===== config.mk =====
export PLATFORM = sky130hd
export DESIGN_NAME = iod_multilane_bit_align
export DESIGN_NICKNAME = d
export VERILOG_FILES = /design/src/rtl/iod_bit_align_pkg.sv /design/src/rtl/iod_eye_tracker.sv /design/src/rtl/iod_multilane_bit_align.sv
export SDC_FILE = /design/constraint.sdc
export NUM_CORES = 1
export LEC_CHECK = 0
export BUFFER_PORTS_ARGS = -buffer_cell sky130_fd_sc_hd__buf_4
export CORE_UTILIZATION = 31
export DETAILED_ROUTE_END_ITERATION = 8
export PLACE_DENSITY = 0.59
export SKIP_LAST_GASP = 1
export SLEW_MARGIN = 20
export SYNTH_ARGS = -nofsm -noshare
export SYNTH_HDL_FRONTEND = slang
export SYNTH_SLANG_ARGS = --single-unit

===== constraint.sdc =====
create_clock -name SCLK -period 5.32 [get_ports SCLK]
set_clock_uncertainty 0.15 [all_clocks]
set_input_delay 1.33 -clock SCLK [delete_from_list [all_inputs] [get_ports SCLK]]
set_output_delay 1.33 -clock SCLK [all_outputs]
set_load 0.01 [all_outputs]

===== src/rtl/iod_bit_align_pkg.sv =====
// Shared types and helpers for the multi-lane IOD bit-align trainer.
package iod_bit_align_pkg;

   typedef enum logic [3:0] {
      ST_IDLE,
      ST_LOAD,
      ST_CLR,
      ST_WAIT,
      ST_SAMPLE,
      ST_STEP,
      ST_EVAL,
      ST_APPLY_LOAD,
      ST_APPLY_MOVE,
      ST_APPLY_GAP,
      ST_NEXT,
      ST_DONE
   } align_state_e;

   localparam logic ALGN_DIR_INC = 1'b1;

   function automatic int tap_count(input int width);
      return 1 << width;
   endfunction

endpackage


===== src/rtl/iod_eye_tracker.sv =====
// Tracks the current clean-tap run and the widest run seen so far for the lane being swept.
module iod_eye_tracker #(
   parameter int TAP_CNT_WIDTH = 8
) (
   input  logic                     clk_i,
   input  logic                     rst_ni,
   input  logic                     clear_i,
   input  logic                     sample_i,
   input  logic                     clean_i,
   input  logic [TAP_CNT_WIDTH-1:0] tap_i,
   output logic [TAP_CNT_WIDTH-1:0] best_start_o,
   output logic [TAP_CNT_WIDTH-1:0] best_len_o
);

   localparam logic [TAP_CNT_WIDTH-1:0] LEN_MAX = '1;

   logic [TAP_CNT_WIDTH-1:0] run_start_q, run_start_d;
   logic [TAP_CNT_WIDTH-1:0] run_len_q, run_len_d;
   logic [TAP_CNT_WIDTH-1:0] best_start_q, best_start_d;
   logic [TAP_CNT_WIDTH-1:0] best_len_q, best_len_d;

   // Best is refreshed while a run grows, so a run touching the sweep end still counts.
   always_comb begin
      run_start_d  = run_start_q;
      run_len_d    = run_len_q;
      best_start_d = best_start_q;
      best_len_d   = best_len_q;
      if (clear_i) begin
         run_start_d  = '0;
         run_len_d    = '0;
         best_start_d = '0;
         best_len_d   = '0;
      end else if (sample_i) begin
         if (clean_i) begin
            if (run_len_q == '0) run_start_d = tap_i;
            if (run_len_q != LEN_MAX) run_len_d = run_len_q + 1'b1;
            if (run_len_d > best_len_q) begin
               best_len_d   = run_len_d;
               best_start_d = run_start_d;
            end
         end else begin
            run_len_d = '0;
         end
      end
   end

   always_ff @(posedge clk_i or negedge rst_ni) begin
      if (!rst_ni) begin
         run_start_q  <= '0;
         run_len_q    <= '0;
         best_start_q <= '0;
         best_len_q   <= '0;
      end else begin
         run_start_q  <= run_start_d;
         run_len_q    <= run_len_d;
         best_start_q <= best_start_d;
         best_len_q   <= best_len_d;
      end
   end

   assign best_start_o = best_start_q;
   assign best_len_o   = best_len_q;

endmodule


===== src/rtl/iod_multilane_bit_align.sv =====
// Multi-lane IOD bit-align trainer: one FSM sweeps each lane's tap delay and centres it in the eye.
// Optional EYE_WIDTH output is built when IOD_ALIGN_EYE_WIDTH_EN is defined.
module iod_multilane_bit_align
   import iod_bit_align_pkg::*;
#(
   parameter int NUM_LANES          = 4,
   parameter int TAP_CNT_WIDTH      = 8,
   parameter int TAP_WAIT_CNT_WIDTH = 3,
   parameter int MIN_WINDOW_VALUE   = 10
) (
   input  logic                                SCLK,
   input  logic                                RESETN,
   input  logic                                PLL_LOCK,
   input  logic                                ALGN_RSTRT,
   input  logic                                ALGN_HOLD,
   input  logic                                ALGN_SKIP,
   input  logic [NUM_LANES-1:0]                IOD_EARLY,
   input  logic [NUM_LANES-1:0]                IOD_LATE,
   input  logic [NUM_LANES-1:0]                IOD_OOR,
   output logic [NUM_LANES-1:0]                ALGN_LOAD,
   output logic [NUM_LANES-1:0]                ALGN_MOVE,
   output logic [NUM_LANES-1:0]                ALGN_DIR,
   output logic [NUM_LANES-1:0]                ALGN_CLR_FLGS,
   output logic                                ALGN_START,
   output logic                                ALGN_DONE,
   output logic                                ALGN_ERR,
   output logic [NUM_LANES-1:0]                LANE_ERR,
   output logic                                ALGN_OOR,
   output logic [NUM_LANES*TAP_CNT_WIDTH-1:0]  TAPDLY,
`ifdef IOD_ALIGN_EYE_WIDTH_EN
   output logic [NUM_LANES*TAP_CNT_WIDTH-1:0]  EYE_WIDTH,
`endif
   output logic [3:0]                          DBG_STATE
);

   localparam int W  = TAP_CNT_WIDTH;
   localparam int WW = TAP_WAIT_CNT_WIDTH;
   localparam int LW = (NUM_LANES > 1) ? $clog2(NUM_LANES) : 1;
   localparam logic [W-1:0]  TAP_LAST  = W'(tap_count(W) - 1);
   localparam logic [WW-1:0] WAIT_LAST = WW'(tap_count(WW) - 1);
   localparam logic [W:0]    MIN_WIN   = (W+1)'(MIN_WINDOW_VALUE);
   localparam logic [LW-1:0] LANE_LAST = LW'(NUM_LANES - 1);

   align_state_e state_q, state_d;
   logic [LW-1:0]          lane_q, lane_d;
   logic [W-1:0]           tap_q, tap_d;
   logic [WW-1:0]          wait_q, wait_d;
   logic [W-1:0]           move_q, move_d;
   logic [W-1:0]           centre_q, centre_d;
   logic [NUM_LANES-1:0]   lane_err_q, lane_err_d;
   logic                   oor_q, oor_d;
   logic [NUM_LANES*W-1:0] tapdly_q, tapdly_d;
   logic                   rstrt_q;
   logic [NUM_LANES-1:0]   lane_oh;
   logic [W-1:0]           best_start, best_len;

   // Restart and PLL loss override HOLD; pulses and state only advance when pulse_en is set.
   logic rstrt_edge, training, pll_abort, pulse_en;
   assign rstrt_edge = ALGN_RSTRT & ~rstrt_q;
   assign training   = (state_q != ST_IDLE) && (state_q != ST_DONE);
   assign pll_abort  = training & ~PLL_LOCK;
   assign pulse_en   = ~ALGN_HOLD & ~rstrt_edge & ~pll_abort;

   logic lane_clean, lane_oor;
   assign lane_clean = ~IOD_EARLY[lane_q] & ~IOD_LATE[lane_q];
   assign lane_oor   = IOD_OOR[lane_q];

   iod_eye_tracker #(.TAP_CNT_WIDTH(W)) u_eye (
      .clk_i        (SCLK),
      .rst_ni       (RESETN),
      .clear_i      (pulse_en && state_q == ST_LOAD),
      .sample_i     (pulse_en && state_q == ST_SAMPLE),
      .clean_i      (lane_clean),
      .tap_i        (tap_q),
      .best_start_o (best_start),
      .best_len_o   (best_len)
   );

   always_ff @(posedge SCLK or negedge RESETN) begin
      if (!RESETN) state_q <= ST_IDLE;
      else         state_q <= state_d;
   end

   always_comb begin
      state_d = state_q;
      if (rstrt_edge || pll_abort) begin
         state_d = ST_IDLE;
      end else if (!ALGN_HOLD) begin
         unique case (state_q)
            ST_IDLE:       if (ALGN_SKIP) state_d = ST_DONE;
                           else if (PLL_LOCK) state_d = ST_LOAD;
            ST_LOAD:       state_d = ST_CLR;
            ST_CLR:        state_d = ST_WAIT;
            ST_WAIT:       if (wait_q == WAIT_LAST) state_d = ST_SAMPLE;
            ST_SAMPLE:     state_d = (tap_q == TAP_LAST || lane_oor) ? ST_EVAL : ST_STEP;
            ST_STEP:       state_d = ST_CLR;
            ST_EVAL:       state_d = ST_APPLY_LOAD;
            ST_APPLY_LOAD: state_d = (centre_q == '0) ? ST_NEXT : ST_APPLY_MOVE;
            ST_APPLY_MOVE: state_d = (move_q == W'(1)) ? ST_NEXT : ST_APPLY_GAP;
            ST_APPLY_GAP:  state_d = ST_APPLY_MOVE;
            ST_NEXT:       state_d = (lane_q == LANE_LAST) ? ST_DONE : ST_LOAD;
            ST_DONE:       state_d = ST_DONE;
            default:       state_d = ST_IDLE;
         endcase
      end
   end

   always_comb begin
      lane_d     = lane_q;
      tap_d      = tap_q;
      wait_d     = wait_q;
      move_d     = move_q;
      centre_d   = centre_q;
      lane_err_d = lane_err_q;
      oor_d      = oor_q;
      tapdly_d   = tapdly_q;
      if (rstrt_edge || pll_abort) begin
         lane_d     = '0;
         lane_err_d = '0;
         oor_d      = 1'b0;
         tapdly_d   = '0;
      end else if (pulse_en) begin
         unique case (state_q)
            ST_IDLE: begin
               lane_d = '0;
               if (ALGN_SKIP) begin
                  tapdly_d   = '0;
                  lane_err_d = '0;
               end
            end
            ST_LOAD:   tap_d  = '0;
            ST_CLR:    wait_d = '0;
            ST_WAIT:   wait_d = wait_q + 1'b1;
            ST_SAMPLE: if (lane_oor) oor_d = 1'b1;
            ST_STEP:   tap_d  = tap_q + 1'b1;
            ST_EVAL: begin
               if ({1'b0, best_len} < MIN_WIN) begin
                  lane_err_d[lane_q] = 1'b1;
                  centre_d           = '0;
               end else begin
                  centre_d = best_start + (best_len >> 1);
               end
            end
            ST_APPLY_LOAD: move_d = centre_q;
            ST_APPLY_MOVE: move_d = move_q - 1'b1;
            ST_NEXT: begin
               tapdly_d[lane_q*W +: W] = centre_q;
               if (lane_q != LANE_LAST) lane_d = lane_q + 1'b1;
            end
            default: ;
         endcase
      end
   end

   always_ff @(posedge SCLK or negedge RESETN) begin
      if (!RESETN) begin
         lane_q     <= '0;
         tap_q      <= '0;
         wait_q     <= '0;
         move_q     <= '0;
         centre_q   <= '0;
         lane_err_q <= '0;
         oor_q      <= 1'b0;
         tapdly_q   <= '0;
         rstrt_q    <= 1'b0;
      end else begin
         lane_q     <= lane_d;
         tap_q      <= tap_d;
         wait_q     <= wait_d;
         move_q     <= move_d;
         centre_q   <= centre_d;
         lane_err_q <= lane_err_d;
         oor_q      <= oor_d;
         tapdly_q   <= tapdly_d;
         rstrt_q    <= ALGN_RSTRT;
      end
   end

`ifdef IOD_ALIGN_EYE_WIDTH_EN
   logic [NUM_LANES*W-1:0] eye_q, eye_d;

   always_comb begin
      eye_d = eye_q;
      if (rstrt_edge || pll_abort)              eye_d = '0;
      else if (pulse_en && state_q == ST_EVAL)  eye_d[lane_q*W +: W] = best_len;
   end

   always_ff @(posedge SCLK or negedge RESETN) begin
      if (!RESETN) eye_q <= '0;
      else         eye_q <= eye_d;
   end

   assign EYE_WIDTH = eye_q;
`else
   // Eye widths are not retained in this build.
`endif

   always_comb begin
      lane_oh         = '0;
      lane_oh[lane_q] = 1'b1;
      ALGN_LOAD       = '0;
      ALGN_MOVE       = '0;
      ALGN_CLR_FLGS   = '0;
      if (pulse_en) begin
         unique case (state_q)
            ST_LOAD, ST_APPLY_LOAD: ALGN_LOAD     = lane_oh;
            ST_CLR:                 ALGN_CLR_FLGS = lane_oh;
            ST_STEP, ST_APPLY_MOVE: ALGN_MOVE     = lane_oh;
            default: ;
         endcase
      end
      ALGN_START = training;
      ALGN_DONE  = (state_q == ST_DONE);
      ALGN_ERR   = |lane_err_q;
      LANE_ERR   = lane_err_q;
      ALGN_OOR   = oor_q;
      TAPDLY     = tapdly_q;
      DBG_STATE  = state_q;
   end

   assign ALGN_DIR = {NUM_LANES{ALGN_DIR_INC}};

endmodule


# Yosys cells after proc, flatten, opt, wreduce, memory -nomap -nowiden
# Index checks and enable logic that the tools add are counted.
# totals
mem_count	0
output_inout_bits	60
mem_bits_rw	0
regBits	103
mem_bits_ro	0
input_bits	18
latchBits	0
# op_classes
n_div	0
n_reduce_logical	36
bitwise	14
n_addsub	7
muxes	65
n_shift	2
n_mul	0
eq_ne	24
order_cmp	4
# ops
cell	count
2-to-1 mux 8 bit	20
2-to-1 mux 32 bit	3
2-to-1 mux 4 bit	16
case mux 32 bit (2 select lines)	1
case mux 4 bit (11 select lines)	1
negation 5 -> 34 bit	1
variable shift 8 x 34 -> 32 bit (first input constant)	1
variable part select 8 x 34 -> 32 bit	1
bitwise mux 32 bit	1
case mux 8 bit (2 select lines)	2
AND reduction 3 bit	9
nonzero test 2 bit	9
adder 8 x 1 -> 8 bit (second input constant)	2
equality test 4 x 3 -> 1 bit (second input constant)	4
equality test 4 bit (second input constant)	4
logical NOT 8 bit	2
2-to-1 mux 2 bit	6
!= test 3 bit (second input constant)	4
adder 8 x 7 -> 8 bit	1
equality test 4 x 2 -> 1 bit (second input constant)	2
equality test 8 x 1 -> 1 bit (second input constant)	1
equality test 8 bit (second input constant)	1
> comparator 8 bit	1
less-than comparator 8 x 4 -> 1 bit (second input constant)	1
30 further kinds	58

# Depth between registers and ports, before layout
# logic_depth
ltp_word	13
mapped_depth	11
mapped_depth_nobuf	10

# Modules after synthesis
# Synthesis repeated with hierarchy kept, for this count alone.
# hier_totals
hier_cells	613
area_unflattened_um2	6000.8
# by_module_without_submodules
mod	seq_area_each_um2	cells_each	area_per_inst_um2	n_inst
iod_multilane_bit_align	1776.7	411	4057.6	1
iod_eye_tracker	800.8	202	1943.1	1

# Worst setup path before layout
# No wires, ideal clock.
# synth_path
kind	in2out
start	input port PLL_LOCK
end	output port ALGN_MOVE[0]
path_buffers	1
stages	5
t_arrival_ps	2489
slack_ps	1351
cell_sequence	a31oi_1 buf_4 or3_1 or3_1 nor2_1
# synth_between
elab_chain_cells	5
# synth_lines
item	line	rtl
start: declaration	iod_multilane_bit_align.sv:13	input logic PLL_LOCK,
NOT 1 bit	iod_multilane_bit_align.sv:61	assign pll_abort = training & ~PLL_LOCK;
bitwise AND 1 bit	iod_multilane_bit_align.sv:61	
NOT 1 bit	iod_multilane_bit_align.sv:62	assign pulse_en = ~ALGN_HOLD & ~rstrt_edge & ~pll_abort;
bitwise AND 1 bit	iod_multilane_bit_align.sv:62	
2-to-1 mux 4 bit	iod_multilane_bit_align.sv:204	if (pulse_en) begin
end: declaration	iod_multilane_bit_align.sv:21	output logic [NUM_LANES-1:0] ALGN_MOVE,
# No other way between the ends.

# Final worst setup path
# layout_path
start	register state_q[0] (netlist: DBG_STATE[0])
end	output port ALGN_MOVE[1]
# layout_between
elab_chain_cells	6
elab_cells_between_ends	11
# layout_lines
item	line	rtl
start: declaration	iod_multilane_bit_align.sv:44	align_state_e state_q, state_d;
start signal: assignment	iod_multilane_bit_align.sv:81	else state_q <= state_d;
!= test 4 bit / nonzero test 4 bit (equally long branches)	iod_multilane_bit_align.sv:60	assign training = (state_q != ST_IDLE) && (state_q != ST_DONE);
logical AND 1 bit	iod_multilane_bit_align.sv:60	
bitwise AND 1 bit	iod_multilane_bit_align.sv:61	
NOT 1 bit	iod_multilane_bit_align.sv:62	
bitwise AND 1 bit	iod_multilane_bit_align.sv:62	
2-to-1 mux 4 bit (*)	iod_multilane_bit_align.sv:204	
# Mark *: on every way between the ends. The rest lies on a longest branch, timed or not.

==> reports/metrics.cfg <==
[outcome]
status=completed

[logic_synthesis]
syn_inst=652
synth_area_um2=6151
ys_seq_area_share_pct=41.90
ys_seq_elements=103
synthDistinctLibCells=72
yosysTopAreaCell=dfrtp_1
synth_most_common_cell=dfrtp_1
ys_top_cells_by_area=dfrtp_1, mux2i_1, ha_1
async_flop_share_pct=100.0
synth_edf_count=0
yosys-top-cells-count=dfrtp_1, nand2_1, nor2_1, mux2i_1, inv_1
yosysWarnings=0
dominantRegCellSynth=dfrtp_1
netlist.area_leader.share_pct=41.90
syn_area_per_cell_um2=9.434

[floorplanning]
fp.dieW_um=142.9
die_h_um=142.9
start_util_pct=31.60
ios=78
core_area_um2=19460
die_area_um2=20410
rows=51

[clocking]
cts_tree=built
cts_buffer_depth=2
cts_buffers=9
clkSinkCount=103
h-tree-depth=3
cts_hold_buffers=0
post_cts_resize_count=0
clockRootBuffer=clkbuf_16
post_cts_buffers=0
cts.reportedPaths.clkPinSlew_ns=0.07
clock_latency_ns=0.35

[power_and_ir_drop]
swShare_pct=37.05
p_int_mw=1.604
p_switching_uw=943.9
p_clk_share_pct=28.1
combinationalPowerShare_pct=34.8
leakage_nw=3.316
vdd.ir_drop.worst_v=0.0001672
powerDensity_nw_per_um2=352.4
sequentialPowerShare_pct=37.1

[hold_path]
min_path_cells=1
holdPathEnd=TAPDLY[30]
hp-start=TAPDLY[30]
hold_path.class=reg2reg

[timing]
setup_viol=0
slew_headroom_pct=38.53
fin_crit_sh_pct=82.54
fmax_ghz=0.2277
rsz0062_at_grt=no
setup_tns_ns=0
finalMaxSlewViolations=0
worst_hold_slack_ns=0.3587
min_period_ns=4.391
worstMarginPinSlew_ns=0.9196
hold_viol=0

[global_route]
grt_pass1_wl_um=25590
gr-total-overflow=0
grt_antenna_before_repair=0
track_usage_pct=16.32
grt_max_degree=39
grt_pass1_vias=4691

[final_layout]
areaGrowthSynthToFinish_pct=17.53
drive_above_1_share_pct=17.20
fin_area_um2=7229
fin_cells=980
layout.nets=756
diodes=0

[worst_setup_path]
r2r_cells=10
regToRegEndpoint=u_eye.best_start_o[1]
worstSetupStartpointType=flop
path_class=reg2out
worstPathMaxFanout=26
cp-end-kind=output port
cp.required_ns=3.84
worstPathCellList=a21bo_2, a31oi_1, buf_4, or3_1, or3_1, nor2_1, buf_4
max_stage_delay_ns=0.93
critPathArrivalTime_ns=2.91
slowest_stage=dfrtp_1
r2r-start=u_eye.run_len_q[0]
r2r_setup_slack_ns=1.89

[placement]
dp_hpwl_um=11440
place_area_um2=6909
gp_congestion=0.8364
place_inst=965
numPortBuffers=73

[drt]
firstDrtPassIters=4
vias=4944
post_drt_wl_per_cell_um=15.88
route.detailed.drc=0
drtIter0Drc=226
via_per_inst=5.045
postRouteAntennaNets=0
finalWirelength_um=15570

[job]
max_cap_violations=0

## through the flow
stage / utilization (%) / power (mW) / setup WS [ns]
2_1_floorplan: - / 1.615 / 1.351
3_3_place_gp: 35.50 / 1.840 / 1.117
3_5_place_dp: 35.50 / 1.843 / 1.104
4_1_cts: 37.15 / 2.570 / 0.9229
5_1_grt: 37.15 / 2.705 / 0.7324
6_report: 37.15 / 2.548 / 0.9290
## metal layers
metal | track usage (%) | vias to the layer above | routed length, um
met3 | 2.884 | 13 | 587
li1 | - | 2446 | -
met2 | 24.97 | 93 | 7068
met5 | 0 | - | 0
met4 | 5.942 | 0 | 216
met1 | 22.95 | 2392 | 7693
## placed cells by master (no fill, tap or decap), types with 3 or more instances in the layout
cell and instances:
o21bai_1 5, ha_1 26, nor3_1 16, nand3b_1 3
nor2b_1 4, xnor2_1 10, nand4_1 7, nand3_1 23
inv_1 40, o31ai_1 6, mux2_2 14, or4_1 3
o2bb2ai_1 4, a211oi_1 6, o211ai_1 3, nor4_1 7
conb_1 4, clkbuf_16 9, a21oi_1 30, buf_4 79
and3_1 5, a22o_1 19, dfrtp_1 103, nand2_1 83
a21o_1 5, nand2b_1 7, mux2i_1 41, o21ai_0 34
nor2_1 54, a31oi_1 6, or3_1 4
## final cells by class
cell class | instances | area [um^2]
clock buffer | 9 | 225.2
timing repair buffer | 79 | 593.1
fill | 1986 | 12230
tap | 265 | 331.6
clock inverter | 6 | 95.09
inverter | 41 | 153.9
sequential | 103 | 2577
multi-input combinational | 477 | 3253
## worst max path at each step
stage                 startpoint           end  slack (ns)  cells past startpoint
finish              DBG_STATE[0]  ALGN_MOVE[1]        0.93                      7
detailed placement      PLL_LOCK  ALGN_MOVE[1]        1.10                      7
global placement        PLL_LOCK  ALGN_MOVE[1]        1.12                      7
CTS                 DBG_STATE[0]  ALGN_MOVE[1]        0.92                      7
floorplan               PLL_LOCK  ALGN_MOVE[0]        1.35                      5
global route        DBG_STATE[0]  ALGN_MOVE[2]        0.73                      7
## power groups by stage
stage	Sequential [mW]	Combinational (mW)	Clock (mW)
2_1_floorplan	0.917	0.698	0
3_3_place_gp	0.958	0.882	0
3_5_place_dp	0.959	0.883	0
4_1_cts	0.944	0.888	0.737
5_1_grt	0.959	0.979	0.767
6_report	0.945	0.887	0.716
## flip-flops by register name, indices dropped and copies added, names as in the netlist
signal	cells
TAPDLY	32
centre_q	8
move_q	8
tap_q	8
u_eye.best_len_o	8
u_eye.best_start_o	8
u_eye.run_len_q	8
u_eye.run_start_q	8
DBG_STATE	4
LANE_ERR	4
wait_q	3
lane_q	2
ALGN_OOR	1
rstrt_q	1
## worst max-delay path, delay by kind of cell, from the launching register on
kind / cells / cell delay, ns
simple gates: 3 / 0.97
flops: 1 / 0.93
compound gates: 2 / 0.34
buf+inv: 2 / 0.31
## kinds of logic after synthesis
family | after synthesis | synth area share, %
fa+ha+maj | 27 | 5.614
mux | 57 | 9.967
flops | 103 | 41.90
other cells | 1 | 0.06097
buf+inv | 75 | 5.390
simple gates | 239 | 20.00
compound gates | 140 | 15.64
xor+xnor | 10 | 1.424
No activity file was read; power rests on OpenSTA's default activity.
